<file path="src/rtl/microcode_sequencer.sv">
// microcode_sequencer: fetch/execute engine for 19-bit microinstruction words
// read combinationally from a 64-entry ROM. It owns the PC, the IR, four
// 8-bit registers and a registered result strobe.
//
// Optional build macro: MICROSEQ_STEP_EN adds a `step` input. The FETCH->EXEC
// transition then happens only on edges where step=1, which allows
// single-stepping the program.
//
// state | meaning
// IDLE  | waiting for start after reset
// FETCH | IR loads the ROM word at PC
// EXEC  | execute IR, write rd, advance PC (or stop on HALT)
// HALT  | program finished; start reruns the program from address 0
module microcode_sequencer (
    input  logic        clock,
    input  logic        reset,
    input  logic        start,
`ifdef MICROSEQ_STEP_EN
    input  logic        step,
`endif
    output logic [5:0]  rom_address,
    input  logic [18:0] rom_databits,
    output logic        busy,
    output logic        done,
    output logic        out_valid,
    output logic [7:0]  out_data
);

    typedef enum logic [1:0] {
        S_IDLE  = 2'd0,
        S_FETCH = 2'd1,
        S_EXEC  = 2'd2,
        S_HALT  = 2'd3
    } state_t;

    localparam logic [2:0] OP_AND   = 3'd0;
    localparam logic [2:0] OP_OR    = 3'd1;
    localparam logic [2:0] OP_XOR   = 3'd2;
    localparam logic [2:0] OP_NOT   = 3'd3;
    localparam logic [2:0] OP_ADD   = 3'd4;
    localparam logic [2:0] OP_ADDI  = 3'd5;
    localparam logic [2:0] OP_LOADI = 3'd6;
    localparam logic [2:0] OP_HALT  = 3'd7;

    state_t      state;
    state_t      state_nxt;
    logic [5:0]  pc;
    logic [18:0] ir;
    logic [7:0]  regs [4];

    logic        pc_clear;
    logic        ir_load;
    logic        exec_commit;
    logic        advance;
    logic [7:0]  alu_res;

    logic [2:0]  ir_op;
    logic [1:0]  ir_rd;
    logic [1:0]  ir_ra;
    logic [1:0]  ir_rb;
    logic        ir_out_en;
    logic        ir_cin;
    logic [7:0]  ir_imm;
    logic [7:0]  ra_val;
    logic [7:0]  rb_val;

    assign ir_op     = ir[18:16];
    assign ir_rd     = ir[15:14];
    assign ir_ra     = ir[13:12];
    assign ir_rb     = ir[11:10];
    assign ir_out_en = ir[9];
    assign ir_cin    = ir[8];
    assign ir_imm    = ir[7:0];
    assign ra_val    = regs[ir_ra];
    assign rb_val    = regs[ir_rb];

`ifdef MICROSEQ_STEP_EN
    assign advance = step;
`else
    assign advance = 1'b1;
`endif

    assign rom_address = pc;
    assign busy        = (state == S_FETCH) || (state == S_EXEC);
    assign done        = (state == S_HALT);

    // State register; reset always returns to IDLE.
    always_ff @(posedge clock) begin
        if (reset) begin
            state <= S_IDLE;
        end else begin
            state <= state_nxt;
        end
    end

    // Next-state logic and datapath control strobes.
    always_comb begin
        state_nxt   = state;
        pc_clear    = 1'b0;
        ir_load     = 1'b0;
        exec_commit = 1'b0;
        case (state)
            S_IDLE: begin
                if (start) begin
                    pc_clear  = 1'b1;
                    state_nxt = S_FETCH;
                end
            end
            S_FETCH: begin
                // IR reloads every FETCH cycle, so a held step still
                // picks up the word current at the advancing edge.
                ir_load = 1'b1;
                if (advance) begin
                    state_nxt = S_EXEC;
                end
            end
            S_EXEC: begin
                if (ir_op == OP_HALT) begin
                    state_nxt = S_HALT;
                end else begin
                    exec_commit = 1'b1;
                    state_nxt   = S_FETCH;
                end
            end
            S_HALT: begin
                if (start) begin
                    pc_clear  = 1'b1;
                    state_nxt = S_FETCH;
                end
            end
            default: state_nxt = S_IDLE;
        endcase
    end

    // ALU: operands are the register values before this instruction's write.
    always_comb begin
        alu_res = 8'h00;
        case (ir_op)
            OP_AND:   alu_res = ra_val & rb_val;
            OP_OR:    alu_res = ra_val | rb_val;
            OP_XOR:   alu_res = ra_val ^ rb_val;
            OP_NOT:   alu_res = ~ra_val;
            OP_ADD:   alu_res = ra_val + rb_val + {7'b0, ir_cin};
            OP_ADDI:  alu_res = ra_val + ir_imm + {7'b0, ir_cin};
            OP_LOADI: alu_res = ir_imm;
            default:  alu_res = 8'h00;
        endcase
    end

    // PC, IR, register file and output strobe; reset wins over any commit.
    always_ff @(posedge clock) begin
        if (reset) begin
            pc        <= 6'd0;
            ir        <= 19'd0;
            out_valid <= 1'b0;
            out_data  <= 8'h00;
            for (int i = 0; i < 4; i++) begin
                regs[i] <= 8'h00;
            end
        end else begin
            out_valid <= 1'b0;
            if (pc_clear) begin
                pc <= 6'd0;
            end
            if (ir_load) begin
                ir <= rom_databits;
            end
            if (exec_commit) begin
                regs[ir_rd] <= alu_res;
                pc          <= pc + 6'd1;
                if (ir_out_en) begin
                    out_valid <= 1'b1;
                    out_data  <= alu_res;
                end
            end
        end
    end

endmodule

</file>
<file path="config.mk">
export PLATFORM = sky130hd
export DESIGN_NAME = microcode_sequencer
export DESIGN_NICKNAME = d
export VERILOG_FILES = /design/src/rtl/microcode_sequencer.sv
export SDC_FILE = /design/constraint.sdc
export NUM_CORES = 1
export LEC_CHECK = 0
export CORE_UTILIZATION = 55
export DETAILED_ROUTE_END_ITERATION = 16
export PLACE_DENSITY = 0.81
export SLEW_MARGIN = 10
export SYNTH_ARGS = -nofsm -noshare
export SYNTH_HDL_FRONTEND = slang
export SYNTH_SLANG_ARGS = --single-unit
</file>
<file path="constraint.sdc">
create_clock -name clock -period 3.71 [get_ports clock]
set_input_delay 0.5565 -clock clock [delete_from_list [all_inputs] [get_ports clock]]
set_output_delay 0.5565 -clock clock [all_outputs]
set_load 0.01 [all_outputs]
</file>
==> results of run 1 <==
-- power by group --
group / total [uW] / switching [uW] / leakage [uW] / internal [uW]
clock: 703 / 302 / 0.000117 / 400
sequential: 1010 / 78.5 / 0.000657 / 929
combinational: 1310 / 719 / 0.00114 / 594
total: 3020 / 1100 / 0.00192 / 1920
-- sequential cells by signal, summed over array words and instances, names as in the netlist, named ones only --
name and flops:
state 2, out_data 8, rom_address 6, ir 19, regs 32, out_valid 1
-- per-layer routing --
metal  vias to the layer above  GRT usage (%)
li1                       1583              -
met1                      1566           30.0
met2                        85           40.2
met3                        10           4.29
met4                         0           6.99
met5                         -              0
-- worst max-delay path, cell delays in order, from the launching register on --
cell and delay (ns):
sky130_fd_sc_hd__edfxtp_1 0.40, sky130_fd_sc_hd__mux4_1 0.65, sky130_fd_sc_hd__fa_1 0.45, sky130_fd_sc_hd__inv_1 0.09
sky130_fd_sc_hd__fa_1 0.18, sky130_fd_sc_hd__nand2b_1 0.14, sky130_fd_sc_hd__a21oi_1 0.10, sky130_fd_sc_hd__o21a_1 0.18
sky130_fd_sc_hd__or3_1 0.30, sky130_fd_sc_hd__a31oi_1 0.45, sky130_fd_sc_hd__nor2_1 0.11
-- cell usage after synthesis (all sizes together), types with 2 or more instances --
master  count
o221ai      2
mux4       19
buf         6
o22ai       2
nand4       4
edfxtp     32
and3        2
inv        26
and2        2
nand2      15
a21o        2
nor3        4
nand3       6
nor2       85
clkbuf     15
xor2        4
o21ai      13
xnor2       2
mux2i      27
a31oi       2
ha         27
a211oi     11
nor2b       3
a221oi      6
fa          4
a21oi      13
dfxtp      40
mux2        3
o21a        2
or2         2
nand3b      2
nor3b       5
or3b        3
or3         3
nand2b     12
-- worst paths after layout --
kind | startpoint | endpoint | slack [ns] | depth (start not counted)
worst max-delay path | regs[2][0] | regs[3][6] | 0.40 | 10
worst min-delay path | out_data[2] | out_data[2] | 0.49 | 2
worst max register to register | regs[2][0] | regs[3][6] | 0.40 | 10
worst min register to register | out_data[2] | out_data[2] | 0.49 | 2
-- logic make-up after synthesis --
family	share of synthesized area, %
AOI/OAI and AO/OA	9.85
xor gates and xnor gates	1.22
adders and majority gates	9.74
buffers and inverters	4.40
DFF	41.0
muxes	17.7
and+or+nand+nor	16.1
-- final cells by class --
cell class	count	share of cell area [%]
inverters	26	1.95
well taps	99	2.47
clock inverters	6	1.82
flip-flops and latches	72	35.1
clock buffers	10	2.74
multi-input cells	298	46.7
repair buffers	49	9.23
-- per-stage QoR --
stage                     instance area, um^2  utilization, %  power, uW  hold WS, ns  setup WS (ns)
after CTS                                5020            67.7       3030        0.500          0.402
after floorplan                          4290               -       1970        0.463          0.588
after global placement                   4790            64.6       2270        0.472          0.508
final                                    5020            67.7       3020        0.494          0.400
after global routing                     5020            67.7       3220        0.531          0.131
after detailed placement                 4790            64.6       2320        0.482          0.426
==> Flow_metrics.wiki, run 1 <==
{| class="wikitable"
! Metric !! Value
|-
| Number of remaining DRC errors || 0
|-
| Top layer used by detailed routing || met4
|-
| Port-buffer cells || 38
|-
| Final Instance Count excl. Fillers || 560
|-
| Final antenna diode count || 0
|-
| Via density || 5.79
|-
| Synth Instances || 417
|-
| Critical Path End Type || flop
|-
| Placed cells || 544
|-
| Leakage || 0.00192 uW
|-
| Antenna violations before repair || 0
|-
| Net total in the final layout || 509
|-
| Count of maximum capacitance violations || 0
|-
| Length of routed wiring on met1 || 3.94 mm
|-
| Later-pin clock latency in the skew report || 0.34 ns
|-
| Total setup buffers inserted after CTS || 0
|-
| Largest net degree at the start of global routing || 41
|-
| Critical path fanouts, max || 5
|-
| Remaining max-slew budget at the tightest pin || 45.9%
|-
| Synthesized net count || 470
|-
| Standard-cell row count || 31
|-
| Worst clock skew || 0.0117 ns
|-
| Synthesis-to-layout area growth || 16.9%
|-
| Height of the die || approximately 90 um
|-
| Count of filler cells inserted in the layout || 543
|-
| Final period utilization || roughly nine tenths
|-
| Hpwl dp || 6.77 mm
|-
| Clock Sink Count || 72
|-
| Cell taking the most area after synthesis || sky130_fd_sc_hd__edfxtp_1
|-
| Endpoints failing hold || 0
|-
| Inserted Clock Buffers || 9
|-
| Leading register cell type out of synthesis || sky130_fd_sc_hd__dfxtp_1
|-
| First drt pass iteration count || 4
|-
| Number of distinct standard cells referenced by the synthesized netlist || 51
|-
| Total area of sequential cells || 0.00176 mm^2
|-
| Arrival time of the worst setup path || about 3.4 ns
|-
| Crit path required time || around 3.8 ns
|-
| Vias in the first global route || 3164
|-
| Number of flops mapped to enable cells by yosys || 32
|-
| Routed wire length per instance || 16.0 um
|-
| Final critical delay including setup and external delays || roughly 3.3 ns
|-
| Total Neg Setup Slack || 0 ns
|-
| Proportion of layout cells with a drive suffix above 1 || between 10% and 20%
|-
| Setup crit start kind || flop
|-
| Hold Buf Count CTS || 0
|-
| Final weighted congestion of routability-driven global placement || 0.937
|-
| Synth Area per Inst || slightly above 10 um^2
|-
| Transition at the pin with the smallest max-transition slack || 0.811 ns
|-
| P per Cell Area || around 600 mW/mm^2
|-
| Area enclosed by the die boundary || 0.00816 mm^2
|-
| Multi-input gate area || 0.00234 mm^2
|-
| Via count of the routed design || 3244
|-
| Clock edge transition at the registers on the reported setup and hold paths || 0.08 ns
|-
| Area of the mapped netlist || 0.00429 mm^2
|-
| Wire length of the first global-routing pass || between 15 and 20 mm
|-
| Worst IR Drop VDD || between 0.3 and 0.4 mV
|-
| Commonest non-fill, non-tap cells in the layout || sky130_fd_sc_hd__nor2_1, sky130_fd_sc_hd__dfxtp_1, sky130_fd_sc_hd__clkdlybuf4s50_1, sky130_fd_sc_hd__edfxtp_1
|-
| Core Area || 0.00741 mm^2
|-
| Maximum operating frequency || between 300 and 400 MHz
|-
| Number of warning messages in the yosys log || 0
|-
| Total global routing track utilization || approximately a quarter
|-
| Buffer levels on the longest clock path || 2
|-
| WL met2 || roughly 4.4 mm
|-
| Outcome || finished clean
|-
| Sequential-to-total area share from yosys stat || 41.0%
|-
| Quantity of gates resized following cts || 0
|-
| Number of antenna-violating nets in the routed design || 0
|-
| Most common cell after layout, fill and taps aside || sky130_fd_sc_hd__nor2_1
|-
| RSZ-0062 raised after global routing || false
|-
| CTS tree || built
|-
| Worst min path class || reg2reg
|-
| Number of storage elements in the synthesis netlist || a little over 70
|-
| Boundary pin count || 39
|-
| H-tree Lvls || 3
|-
| Number of setup violations in the final report || 0
|-
| Root cell of the clock tree || sky130_fd_sc_hd__clkbuf_8
|-
| Share of synthesized registers carrying an async set or reset || 0%
|-
| Violation count after the first detailed-route iteration || 166
|-
| Critical path class || reg2reg
|-
| Horiz. Die Dim || 90.3 um
|-
| Routed Wire Length || about 9.0 mm
|-
| Largest cells by area after synthesis || sky130_fd_sc_hd__edfxtp_1, sky130_fd_sc_hd__dfxtp_1, sky130_fd_sc_hd__ha_1
|-
| Gr ovfl total || 0
|-
| Effective utilization at floorplan || 57.9%
|-
| Met3 Routed Length || 489 um
|-
| Area fraction of the dominant cell type after synthesis || 22.4%
|-
| Max-slew violations || 0
|}
(Power assumes the default switching activity.)
==> inputs of run 2 (changes only) <==
--- a/config.mk
+++ b/config.mk
@@ -6,8 +6,10 @@
 export NUM_CORES = 1
 export LEC_CHECK = 0
 export CORE_UTILIZATION = 55
+export CTS_CLUSTER_DIAMETER = 80
 export DETAILED_ROUTE_END_ITERATION = 16
 export PLACE_DENSITY = 0.81
+export SKIP_LAST_GASP = 1
 export SLEW_MARGIN = 10
 export SYNTH_ARGS = -nofsm -noshare
 export SYNTH_HDL_FRONTEND = slang
==> results of run 2 <==
No change in the layout: final DEF, timing and power equal those of run 1.
==> variant 1 (config.mk and constraints of run 1) <==
The 4 states of `state_t` get a Gray code encoding in 2 bits.
--- a/src/rtl/microcode_sequencer.sv
+++ b/src/rtl/microcode_sequencer.sv
@@ -29,6 +29,6 @@
     typedef enum logic [1:0] {
-        S_IDLE  = 2'd0,
-        S_FETCH = 2'd1,
-        S_EXEC  = 2'd2,
-        S_HALT  = 2'd3
+        S_IDLE  = 2'b00,
+        S_FETCH = 2'b01,
+        S_EXEC  = 2'b11,
+        S_HALT  = 2'b10
     } state_t;
Check against the original RTL: no difference found for any inputs over 4 cycles, from zero or initial values and one cycle with reset high; so few cycles prove little.
==> variant 1 against run 1 <==
- final area down 2.0%
- synthesized area up 0.35%
- maximum frequency grew 1.7%
- routed wire length grew 7.3%
- sequential cell count unchanged
- worst setup slack improved by 0.056 ns
- hold slack got worse by 0.028 ns
- critical path type unchanged
- critical endpoint is now regs[1][4]
Power is not compared: it rests on default switching activity, and its combinational part moved more than twofold at a synthesized area within 25%.
==> variant 1: results (changes against run 1) <==
The tools report the count of cell types in the netlist as 54 (+5.9%). For the number of DRC violations after detailed-routing iteration 0, the log shows 214 (+29%). The highest fanout seen on the critical path was 8 (+3); the cell depth of the worst flop-to-flop path was 10 (unchanged). The final-layout setup total negative slack is 0 ns (unchanged), and the setup clock skew after layout is 0.0131 ns (+0.00143 ns). The number of enable flip-flop cells after synthesis was 32 (unchanged).

The run finished with clean final reports. The clock-pin slew of the registers on the worst-case setup and hold paths is 0.08 ns (about the same). The yosys synthesis warning count came out at 0 (unchanged).

The post-CTS setup buffer count is 0 (unchanged), and the worst ir drop on vdd is 0.311 mV. The wire length per cell is 16.7 um (+4.5%). The proportion of layout cells with a drive suffix above 1 is 0.111 (+0.00722).

The slowest stage cell on the critical path is sky130_fd_sc_hd__nor3_1. The number of iterations in the first detailed-routing pass was 5 (+1). For the HPWL after detailed placement, the log shows 7080 um (+4.5%). The post-detailed-placement cell area came out at 0.00470 mm2 (-1.7%). For the final weighted congestion in routability-driven placement, the log shows 0.902 (-3.7%). The number of H-tree branching levels came out at 3 (unchanged).

Sorting the synthesized cells by how often they occur yields sky130_fd_sc_hd__nor2_1, sky130_fd_sc_hd__nand2_1, sky130_fd_sc_hd__dfxtp_1. The tools report the cell leakage power as 1.78 nW. The tools report the total wire length as 9620 um (+7.3%). Number of cells upsized or downsized after cts: 0 (unchanged). The final antenna diode count was 0 (unchanged).

The largest registers in the layout are regs x32, ir x19, out_data x8. The number of nets in the synthesized netlist is 488 (+3.8%), and the total number of vias is 3470 (+7.0%). The total global-route track usage came out at 0.251 (+0.0172). Via count of the first global-routing pass: 3319 (+4.9%).

Relative slew slack: 0.456 (-0.00375). For the pin count of the biggest net entering global routing, the log shows 41 (unchanged). Number of buffer cells added on primary ports: 38 (unchanged).

Proportion of register bits with asynchronous set or reset after synthesis: 0 (unchanged). The number of cells on the worst hold path was 2 (unchanged). The tightest min-delay check is of the reg2reg type. The worst-case setup slack after placement is 0.502 ns (+0.0760 ns). The run gives 520 (+2.2%) as the final layout net count. The cell total after placement was 559 (+2.8%); the post-synthesis average cell area was 9.81 um2 (-4.7%). The worst hold path begins at ir[10]. The global-route wire length before repair is 16100 um (+6.8%), and the largest stage delay on the critical path is 0.57 ns (-0.08 ns). Yosys attributes the largest share of cell area to sky130_fd_sc_hd__edfxtp_1, sky130_fd_sc_hd__dfxtp_1, sky130_fd_sc_hd__mux4_2. For the number of buffers added by the clock tree synthesis step, the log shows 9 (unchanged). The data arrival time of the critical path is 3.32 ns (-0.07 ns). The portion of the post-synthesis area used by sequential elements is 0.409 (-0.00143), and the worst reg-to-reg setup slack is 0.46 ns (+0.06 ns).

The tools report the hold-critical path endpoint as ir[10]. The tools report the total of fill cells in the finished design as 548 (+0.92%). The tools report the worst reg2reg path endpoint as regs[1][4].
variant 1: changes by cell type after synthesis, moves of 6 or more:
cell,before,now
sky130_fd_sc_hd__nand2_1,15,55
sky130_fd_sc_hd__nor3_1,4,11
sky130_fd_sc_hd__mux2i_1,27,9
sky130_fd_sc_hd__nor2_1,85,61
sky130_fd_sc_hd__a21oi_1,13,35
sky130_fd_sc_hd__nor2b_1,3,9
sky130_fd_sc_hd__a221oi_1,6,0
variant 1: stage by stage:
stage / util / power [mW] / hold slack [ns]
finish: 0.664 / 1.95 / 0.466
global route: 0.664 / 2.04 / 0.494
CTS: 0.664 / 1.95 / 0.466
detailed placement: 0.635 / 1.28 / 0.453
global placement: 0.635 / 1.27 / 0.444
floorplan: - / 1.18 / 0.436
variant 1: cell families after synthesis:
family          synth area share
simple gates               0.177
buf+inv                   0.0587
mux                        0.125
xor+xnor                  0.0160
fa+ha+maj                 0.0854
flops                      0.409
compound gates             0.129
variant 1: layout make-up:
class / count / area share
clock buffers: 10 / 0.0260
clock inverters: 6 / 0.0173
inverters: 23 / 0.0176
flip-flops and latches: 72 / 0.358
well taps: 99 / 0.0252
multi-input cells: 319 / 0.466
repair buffers: 46 / 0.0896
variant 1: worst max-delay path by stage:
stage / startpoint / endpoint / slack (ns) / cells past startpoint
after floorplan: flop / regs[0][4] / 0.56 / 11
after detailed placement: flop / regs[1][4] / 0.50 / 10
final: flop / regs[1][4] / 0.46 / 10
after CTS: flop / regs[1][4] / 0.48 / 10
after global routing: flop / regs[3][7] / 0.26 / 10
after global placement: flop / regs[3][6] / 0.64 / 10
variant 1: power groups by stage:
stage | logic [mW] | clock network [mW] | registers (mW)
2_1_floorplan | 0.291 | 0 | 0.890
6_report | 0.385 | 0.679 | 0.887
5_1_grt | 0.428 | 0.718 | 0.890
3_5_place_dp | 0.378 | 0 | 0.904
4_1_cts | 0.381 | 0.684 | 0.886
3_3_place_gp | 0.364 | 0 | 0.901
variant 1: per-layer routing:
layer	wire, um	GRT usage	vias to the layer above	part of all wire
li1	-	-	1620	-
met1	4050	0.317	1665	0.42
met2	4550	0.412	161	0.47
met3	777	0.0640	24	0.081
met4	233	0.0941	0	0.024
met5	0	0	-	0
variant 1: critical path: cells and delay by family (launching register included):
kind            cells  cell delay, ns
simple gates        5            0.97
flops               1            0.53
compound gates      1            0.23
buf+inv             1            0.10
mux                 1            0.45
fa+ha+maj           2            0.68
==> variant 2 (flow settings as in run 1) <==
Without the edit above. The option `MICROSEQ_STEP_EN` is turned on by a define.
--- a/src/rtl/microcode_sequencer.sv
+++ b/src/rtl/microcode_sequencer.sv
@@ -13,2 +13,4 @@
 // HALT  | program finished; start reruns the program from address 0
+`define MICROSEQ_STEP_EN
+
 module microcode_sequencer (
Interface: changed (added step); port bits go from 39 to 40. The function was not compared with the original's and may differ.
==> variant 2 against run 1 <==
- die area shrank 0.34%
- clock skew fell by 0.0016 ns
- routed wire length is 2.9% higher
- worst setup slack lost 0.028 ns
- critical endpoint unchanged
- sequential share of layout area grew 0.26 points
- sequential cell count did not move
- sequential power hardly changed
- final area is 0.75% lower
- synthesized area shrank 0.35%
- first-iteration DRC count up 17%
- total power is 0.92% lower
==> variant 2: results (changes against run 1) <==
The number of buffer cells added on primary ports is 39 (+2.6%). The post-synthesis average cell area is 10.4 um2 (+0.86%). The wire length per cell came out at 16.6 um (+3.6%). The tools report the clock latency reported for the late side of the worst-skew pair as 0.35 ns. By area the synthesized netlist is led by sky130_fd_sc_hd__edfxtp_1, sky130_fd_sc_hd__dfxtp_1, sky130_fd_sc_hd__ha_1. For the detailed route wirelength on metal3, the log shows 495 um (+1.2%). The pin count of the biggest net entering global routing is 41 (unchanged), and the met1 wire length is 4030 um (+2.3%).

The proportion of layout cells with a drive suffix above 1 was 0.105 (+0.000911); the post-detailed-placement cell area was 0.00478 mm2 (-0.21%). The run gives 9220 um (+2.9%) as the total wire length. By count the netlist is led by sky130_fd_sc_hd__nor2_1, sky130_fd_sc_hd__dfxtp_1, sky130_fd_sc_hd__edfxtp_1. The post-synthesis compound-gate area fraction is 0.118 (+0.0194). The run gives 0.412 (+0.00144) as the portion of the post-synthesis area used by sequential elements.

The routed length on met2 came out at 4580 um (+3.1%). The final layout net count came out at 506 (-0.59%). The worst ir drop on vdd was 0.468 mV (+24%); the worst reg-to-reg setup slack was 0.37 ns (-0.03 ns).

The via count of the first global-routing pass came out at 3250 (+2.7%). The run gives 540 (-0.74%) as the cell total after placement. The post-synthesis to final-layout area growth was 16.4%. The tools report the worst reg2reg path endpoint as regs[3][6]. For the number of H-tree branching levels, the log shows 3 (unchanged). For the number of nets in the synthesized netlist, the log shows 466 (-0.85%). The startpoint identified for the worst register-to-register timing path is regs[1][0]. The xor and xnor fraction of the mapped netlist area is 0.0164 (+0.00414), and the number of cells upsized or downsized after cts is 0 (unchanged). The run finished with clean final reports. The mean number of vias per cell is 5.84 (+0.75%), and the post-CTS setup buffer count is 0 (unchanged). The tree is rooted in a sky130_fd_sc_hd__clkbuf_8.

The total of fill cells in the finished design was 553 (+1.8%). The min-delay analysis places its worst path in the category reg2reg. The hold-critical path endpoint was out_data[7].

The total clock sinks was 72 (unchanged); the clock-pin slew of the registers on the worst-case setup and hold paths was 0.09 ns. The startpoint identified for the worst hold timing path is out_data[7]. The slowest stage cell on the critical path is sky130_fd_sc_hd__mux4_1.

The worst-case setup slack after placement is 0.386 ns (-0.0401 ns), and the total global-route track usage is 0.238 (+0.00451). The run gives 9 (unchanged) as the number of buffers added by the clock tree synthesis step. The post-synthesis adder-cell area fraction was 0.0977 (+0.000342). For the cell leakage power, the log shows 1.93 nW (+0.43%). The data arrival time of the critical path was 3.42 ns (+0.03 ns); the post-route worst hold slack was 0.508 ns (+0.0146 ns).

The run gives 0.0101 ns (-0.00156 ns) as the setup clock skew after layout. The proportion of synthesized area in mux cells is 0.175 (-0.00143), and the global-route wire length before repair is 15400 um (+2.2%). The slew at the pin closest to its max-slew limit is 0.782 ns (-0.0293 ns), and the number of DRC violations after detailed-routing iteration 0 is 195 (+17%).

Routed signal wires occupy layers up through met4. The final weighted congestion in routability-driven placement is 0.916 (-2.2%), and the count of cell types in the netlist is 50 (-2.0%). HPWL after detailed placement: 6810 um (+0.47%).
## variant 2: cell families (layout without fill, tap and decap cells)
group,Yosys count,in the layout
and+or+nand+nor,131,131
AOI/OAI and AO/OA,75,75
DFF,72,72
muxes,48,48
buffers and inverters,47,92
adders and majority gates,31,31
xor gates and xnor gates,8,8
## variant 2: worst min-delay path, cell delays in order, from the launching register on
cell and delay (ns):
sky130_fd_sc_hd__dfxtp_1 0.32, sky130_fd_sc_hd__nor2_1 0.10, sky130_fd_sc_hd__a211oi_1 0.05
## variant 2: power breakdown
group          internal, mW  leakage (nW)  switching, mW  total (mW)
Combinational         0.605          1.17          0.736        1.34
Clock                 0.318         0.101          0.327       0.645
Sequential            0.926         0.656         0.0844        1.01
## variant 2: routing by layer
layer / vias up / track usage
met5: - / 0
met4: 0 / 0.0712
met3: 12 / 0.0541
met2: 100 / 0.416
met1: 1561 / 0.292
li1: 1572 / -
## variant 2: area by class of cell
| cell class | instances | share of cell area |
|---|---|---|
| clock buffers | 9 | 0.0249 |
| clock inverters | 7 | 0.0156 |
| inverters | 26 | 0.0196 |
| multi-input cells | 293 | 0.466 |
| flip-flops and latches | 72 | 0.354 |
| well taps | 99 | 0.0249 |
| repair buffers | 50 | 0.0950 |
## variant 2: how the worst max path moves through the flow
stage | from | to | slack [ns] | depth (start not counted)
6_report | regs[1][0] | regs[3][6] | 0.37 | 10
4_1_cts | flop | regs[3][6] | 0.38 | 10
2_1_floorplan | flop | regs[2][7] | 0.48 | 9
3_3_place_gp | flop | regs[0][6] | 0.46 | 10
5_1_grt | regs[1][0] | regs[2][6] | 0.19 | 10
3_5_place_dp | flop | regs[3][6] | 0.39 | 10
